<file path="src/rtl/yasac_runner.sv">
// Host-side run controller for one yasac processor: loads arguments, launches a run, waits for ready, captures results.
// Optional YASAC_RUNNER_CHAIN_EN adds a chain input that feeds the previous results back as arguments. Reset input is active-low.
module yasac_runner #(
  parameter int unsigned TIMEOUT = 1000
) (
  input  logic        clk,
  input  logic        reset,
  input  logic        go,
  input  logic        arg_we,
  input  logic [2:0]  arg_sel,
  input  logic [7:0]  arg_data,
`ifdef YASAC_RUNNER_CHAIN_EN
  input  logic        chain,
`endif
  input  logic [2:0]  res_sel,
  output logic [7:0]  res_data,
  output logic        p_start,
  input  logic        p_ready,
  input  logic [7:0]  p_out00,
  input  logic [7:0]  p_out01,
  input  logic [7:0]  p_out02,
  input  logic [7:0]  p_out03,
  input  logic [7:0]  p_out04,
  input  logic [7:0]  p_out05,
  input  logic [7:0]  p_out06,
  input  logic [7:0]  p_out07,
  output logic [7:0]  p_in08,
  output logic [7:0]  p_in09,
  output logic [7:0]  p_in10,
  output logic [7:0]  p_in11,
  output logic [7:0]  p_in12,
  output logic [7:0]  p_in13,
  output logic [7:0]  p_in14,
  output logic [7:0]  p_in15,
  output logic        busy,
  output logic        done,
  output logic        timeout,
  output logic [15:0] cycles,
  output logic [1:0]  state_out
);

  typedef enum logic [1:0] {
    IDLE   = 2'd0,
    LAUNCH = 2'd1,
    RUN    = 2'd2,
    SPARE  = 2'd3
  } state_t;

  state_t      r_state;
  logic        r_start;
  logic        r_busy;
  logic        r_done;
  logic        r_timeout;
  logic [15:0] r_cycles;
  logic [7:0]  r_args [8];
  logic [7:0]  r_res  [8];

  logic [7:0]  w_pOut [8];
  logic [15:0] w_cyclesNext;
  logic        w_atLimit;
  logic        w_chainGo;

  assign w_pOut[0] = p_out00;
  assign w_pOut[1] = p_out01;
  assign w_pOut[2] = p_out02;
  assign w_pOut[3] = p_out03;
  assign w_pOut[4] = p_out04;
  assign w_pOut[5] = p_out05;
  assign w_pOut[6] = p_out06;
  assign w_pOut[7] = p_out07;

  assign w_cyclesNext = (r_cycles == 16'hFFFF) ? r_cycles : r_cycles + 16'd1;
  assign w_atLimit    = (r_cycles == 16'(TIMEOUT - 1));

`ifdef YASAC_RUNNER_CHAIN_EN
  assign w_chainGo = go & chain;
`else
  assign w_chainGo = 1'b0;
`endif

  // Outputs are loaded alongside the state they belong to, so p_start and busy are glitch-free Moore outputs.
  always_ff @(posedge clk or negedge reset) begin
    if (!reset) begin
      r_state   <= IDLE;
      r_start   <= 1'b0;
      r_busy    <= 1'b0;
      r_done    <= 1'b0;
      r_timeout <= 1'b0;
      r_cycles  <= '0;
      for (int i = 0; i < 8; i++) begin
        r_args[i] <= '0;
        r_res[i]  <= '0;
      end
    end else begin
      case (r_state)
        IDLE: begin
          r_start <= 1'b0;
          r_busy  <= 1'b0;
          if (w_chainGo) begin
            for (int i = 0; i < 8; i++) r_args[i] <= r_res[i];
          end else if (arg_we) begin
            r_args[arg_sel] <= arg_data;
          end
          if (go) begin
            r_done    <= 1'b0;
            r_timeout <= 1'b0;
            r_cycles  <= '0;
            r_state   <= LAUNCH;
            r_start   <= 1'b1;
            r_busy    <= 1'b1;
          end
        end
        LAUNCH: begin
          r_cycles <= w_cyclesNext;
          if (w_atLimit) begin
            r_timeout <= 1'b1;
            r_state   <= IDLE;
            r_start   <= 1'b0;
            r_busy    <= 1'b0;
          end else if (!p_ready) begin
            r_state <= RUN;
            r_start <= 1'b0;
          end
        end
        RUN: begin
          r_cycles <= w_cyclesNext;
          // Completion wins over timeout when both land on the same edge.
          if (p_ready) begin
            for (int i = 0; i < 8; i++) r_res[i] <= w_pOut[i];
            r_done  <= 1'b1;
            r_state <= IDLE;
            r_busy  <= 1'b0;
          end else if (w_atLimit) begin
            r_timeout <= 1'b1;
            r_state   <= IDLE;
            r_busy    <= 1'b0;
          end
        end
        default: begin
          r_state <= IDLE;
          r_start <= 1'b0;
          r_busy  <= 1'b0;
        end
      endcase
    end
  end

  always_comb begin
    res_data = r_res[res_sel];
  end

  assign p_start   = r_start;
  assign busy      = r_busy;
  assign done      = r_done;
  assign timeout   = r_timeout;
  assign cycles    = r_cycles;
  assign state_out = r_state;

  assign p_in08 = r_args[0];
  assign p_in09 = r_args[1];
  assign p_in10 = r_args[2];
  assign p_in11 = r_args[3];
  assign p_in12 = r_args[4];
  assign p_in13 = r_args[5];
  assign p_in14 = r_args[6];
  assign p_in15 = r_args[7];

endmodule

</file>
<file path="config.mk">
export PLATFORM = sky130hd
export DESIGN_NAME = yasac_runner
export DESIGN_NICKNAME = d
export VERILOG_FILES = /design/src/rtl/yasac_runner.sv
export SDC_FILE = /design/constraint.sdc
export NUM_CORES = 1
export LEC_CHECK = 0
export ABC_AREA = 1
export ABC_CLOCK_PERIOD_IN_PS = 5500
export BUFFER_PORTS_ARGS = -buffer_cell sky130_fd_sc_hd__buf_2
export CAP_MARGIN = 10
export CORE_MARGIN = 4
export CORE_UTILIZATION = 55
export CTS_CLUSTER_SIZE = 24
export DETAILED_ROUTE_END_ITERATION = 8
export PLACE_DENSITY_LB_ADDON = 0.15
export SETUP_SLACK_MARGIN = 0.5
export SLEW_MARGIN = 15
export SYNTH_ARGS = -nofsm -noshare
export SYNTH_HDL_FRONTEND = slang
export SYNTH_SLANG_ARGS = --single-unit
</file>
<file path="constraint.sdc">
create_clock -name clk -period 5.5 [get_ports clk]
set_clock_uncertainty 0.2 [all_clocks]
set_input_delay 1.1 -clock clk [delete_from_list [all_inputs] [get_ports clk]]
set_output_delay 1.1 -clock clk [all_outputs]
set_load 0.02 [all_outputs]
</file>
==> results.sh <==
export IMPL_vias_per_cell=5.15
export IMPL_grt_usage_pct=25.6
export IMPL_min_from="r_res[51]$_DFFE_PN0P_"
export IMPL_crit_top_cell="buf_2"
export IMPL_dpl_cell_area_mm2=0.00762
export IMPL_layout_common_cells="345 x nand2_1, 175 x buf_2, 150 x dfrtp_1"
export IMPL_cp_slowest_cell="inv_1"
export IMPL_syn_nets=898
export IMPL_timing_critical_path_buf_inv=3
export IMPL_cts_tree="built"
export IMPL_ctsLongestPathBuffers=2
export IMPL_dp_slack_ns=1.42
export IMPL_yosysTopAreaCell="dfrtp_1"
export IMPL_critPathLaunch="res_sel[0]"
export IMPL_setup_ws_ns=1.35
export IMPL_coreArea_mm2=0.0117
export IMPL_slew_violations=0
export IMPL_yosys_warnings=0
export IMPL_vias=5829
export IMPL_layout_nets=1064
export IMPL_grt_pass1_wl_um=28400
export IMPL_fmax_mhz=241
export IMPL_wl_um=17600
export IMPL_drtIter0Drc=507
export IMPL_final_core_util_pct=70.6
export IMPL_grt_start_max_net_pins=79
export IMPL_grt_overflow=0
export IMPL_area_growth_syn_to_layout_pct=23.3
export IMPL_netlist_instances=809
export IMPL_final_setup_tns_ns=0
export IMPL_slowest_delay_ns=0.70
export IMPL_max_cap_violations=0
export IMPL_die_area_mm2=0.0140
export IMPL_clk_latency_ns=0.42
export IMPL_drc=0
export IMPL_final_area_mm2=0.00824
export IMPL_netlist_top_cells_area="dfrtp_1 56%, nand2_1 19%, o21ai_0 7.6%"
export IMPL_dieWidth_um=118
export IMPL_critPathArrivalTime_ns=2.85
export IMPL_synth_distinct_cells=32
export IMPL_setup_violations=0
export IMPL_tightest_slew_ns=1.02
export IMPL_critical_path_top_delay_family="buffers and inverters"
export IMPL_ctsHoldBuffers=0
export IMPL_crit_chain="buf_2, inv_1, nor2_1, o21ai_0, a21oi_1, a31oi_1, buf_2"
export IMPL_status="complete, no violations"
export IMPL_dp_hpwl_um=12200
export IMPL_core_rowCount=39
export IMPL_cts_repair_resize_count=0
export IMPL_hold_viol_final=0
export IMPL_synth_ff_latch_count=150
export IMPL_drtPass1Iterations=5
export IMPL_ys_seq_area_share_pct=56.2
export IMPL_globalplace_congestion=0.906
export IMPL_cts_setup_buffers=0
export IMPL_drive_gt1_share_pct=23.9
export IMPL_period_share_pct=75.5
export IMPL_cts_root_buf="clkbuf_16"
export IMPL_die_h_um=118
export IMPL_clkTransAtPathRegs_ns=0.06
export IMPL_min_period_ns=4.15
export IMPL_io_pin_count=177
export IMPL_syn_area_per_cell_um2=8.26
export IMPL_n_antenna_cell=0
export IMPL_rsz0062_at_grt="no"
export IMPL_cts_sinks=150
export IMPL_start_util_pct=57.3
export IMPL_max_vdd_ir_drop_mv=0.369
export IMPL_hold_path_class="reg -> reg"
export IMPL_leakage_nw=4.47
export IMPL_cts_buffers=17
export IMPL_synth_top_area_share_pct=56.2
export IMPL_end_kind="primary output"
export IMPL_synthesis_area_mm2=0.00668
export IMPL_critPathMaxFanout=33
export IMPL_crit_type="in -> out"
export IMPL_grt_pass1_vias=5467
export IMPL_r2r_start="state_out[1]$_DFFE_PN0P_"
export IMPL_critPathLaunchType="input port"
export IMPL_drt_wirelength_per_cell_um=15.6
export IMPL_pwr_density_cell_mw_per_mm2=565
export IMPL_port_buffers=176
export IMPL_slew_headroom_pct=31.9
export IMPL_total_power_mw=4.65
export IMPL_postRouteAntennaNets=0
export IMPL_required_ns=4.20
export IMPL_h_tree_depth=4
export IMPL_antenna_found_initial=1
export IMPL_layout_commonest_cell="nand2_1"
[flip-flops by register name, summed over array words and instances (netlist names)]
register and flops:
busy 1, cycles 16, done 1, p_in08 8, p_in09 8, p_in10 8, p_in11 8, p_in12 8
p_in13 8, p_in14 8, p_in15 8, p_start 1, r_res 64, state_out 2, timeout 1
[worst register-to-register path, stage by stage (launching register included)]
cell and delay (ns):
dfrtp_1 0.43, inv_1 0.11, ha_1 0.37, inv_1 0.06
a21oi_1 0.31, nand3_2 0.40, inv_1 0.21, nand2_1 0.07
nand2_1 0.06
[logic make-up (layout without fill, tap and decap cells)]
kind of cell,Yosys count,count (layout),synth area share [%]
XOR/XNOR,10,10,1.31
adder cells (fa/ha/maj),6,6,1.12
buffers and inverters,67,246,4.25
flip-flops,150,150,56.2
AO/OA/AOI/OAI,137,137,11.1
AND/OR/NAND/NOR,439,439,26.0
[Yosys cell counts]
library cell,instances
a21boi_0,1
a21oi_1,11
a31oi_1,8
buf_1,6
buf_2,7
buf_6,1
buf_8,1
clkbuf_1,17
clkinv_4,1
dfrtp_1,150
ha_1,6
inv_1,33
inv_2,1
nand2_1,346
nand2_2,3
nand2_4,2
nand3_1,12
nand3_2,3
nand3_4,1
nand4_1,2
nor2_1,66
nor2_2,2
nor2_4,1
nor3_1,1
o211ai_1,1
o21ai_0,101
o21ai_1,3
o21ai_2,10
o21bai_1,1
o22a_1,1
xnor2_1,3
xor2_1,7
[worst paths after layout]
kind / to / slack (ns) / cells after the start
min in group asynchronous: r_res[16]$_DFFE_PN0P_ / 0.52 / 1
max in group asynchronous: r_res[37]$_DFFE_PN0P_ / 3.57 / 2
hold reg to reg: r_res[51]$_DFFE_PN0P_ / 0.28 / 2
setup reg to reg: cycles[15]$_DFFE_PN0P_ / 3.23 / 8
hold / removal: r_res[51]$_DFFE_PN0P_ / 0.28 / 2
setup / recovery: res_data[3] / 1.35 / 7
[per-layer routing]
metal | track usage [%] | vias up | part of all wire [%]
li1 | - | 2901 | -
met1 | 33.9 | 2692 | 43
met2 | 40.3 | 198 | 48
met3 | 7.45 | 36 | 6.8
met4 | 9.45 | 2 | 2.8
met5 | 0 | - | 0.040
[area by class of cell]
cell class | instances | area [um2]
clock buffer | 19 | 443
clock inverter | 13 | 169
fill | 986 | 3430
inverter | 35 | 136
multi-input combinational | 592 | 2650
sequential | 150 | 3750
tap | 143 | 179
timing repair buffer | 179 | 910
[per-stage QoR]
step                      hold WS, ns  std cells
after detailed placement        0.265       1099
after CTS                       0.278       1131
after global placement          0.260       1099
after floorplan                 0.244        809
after global routing            0.294       1131
final                           0.276       1131
[report_power, final]
part,switching [mW],leakage (nW),internal (mW)
logic,1.03,2.26,0.515
clock network,0.472,0.293,0.733
registers,0.322,1.92,1.58
total,1.83,4.47,2.83
No activity file was read; power rests on OpenSTA's default activity.
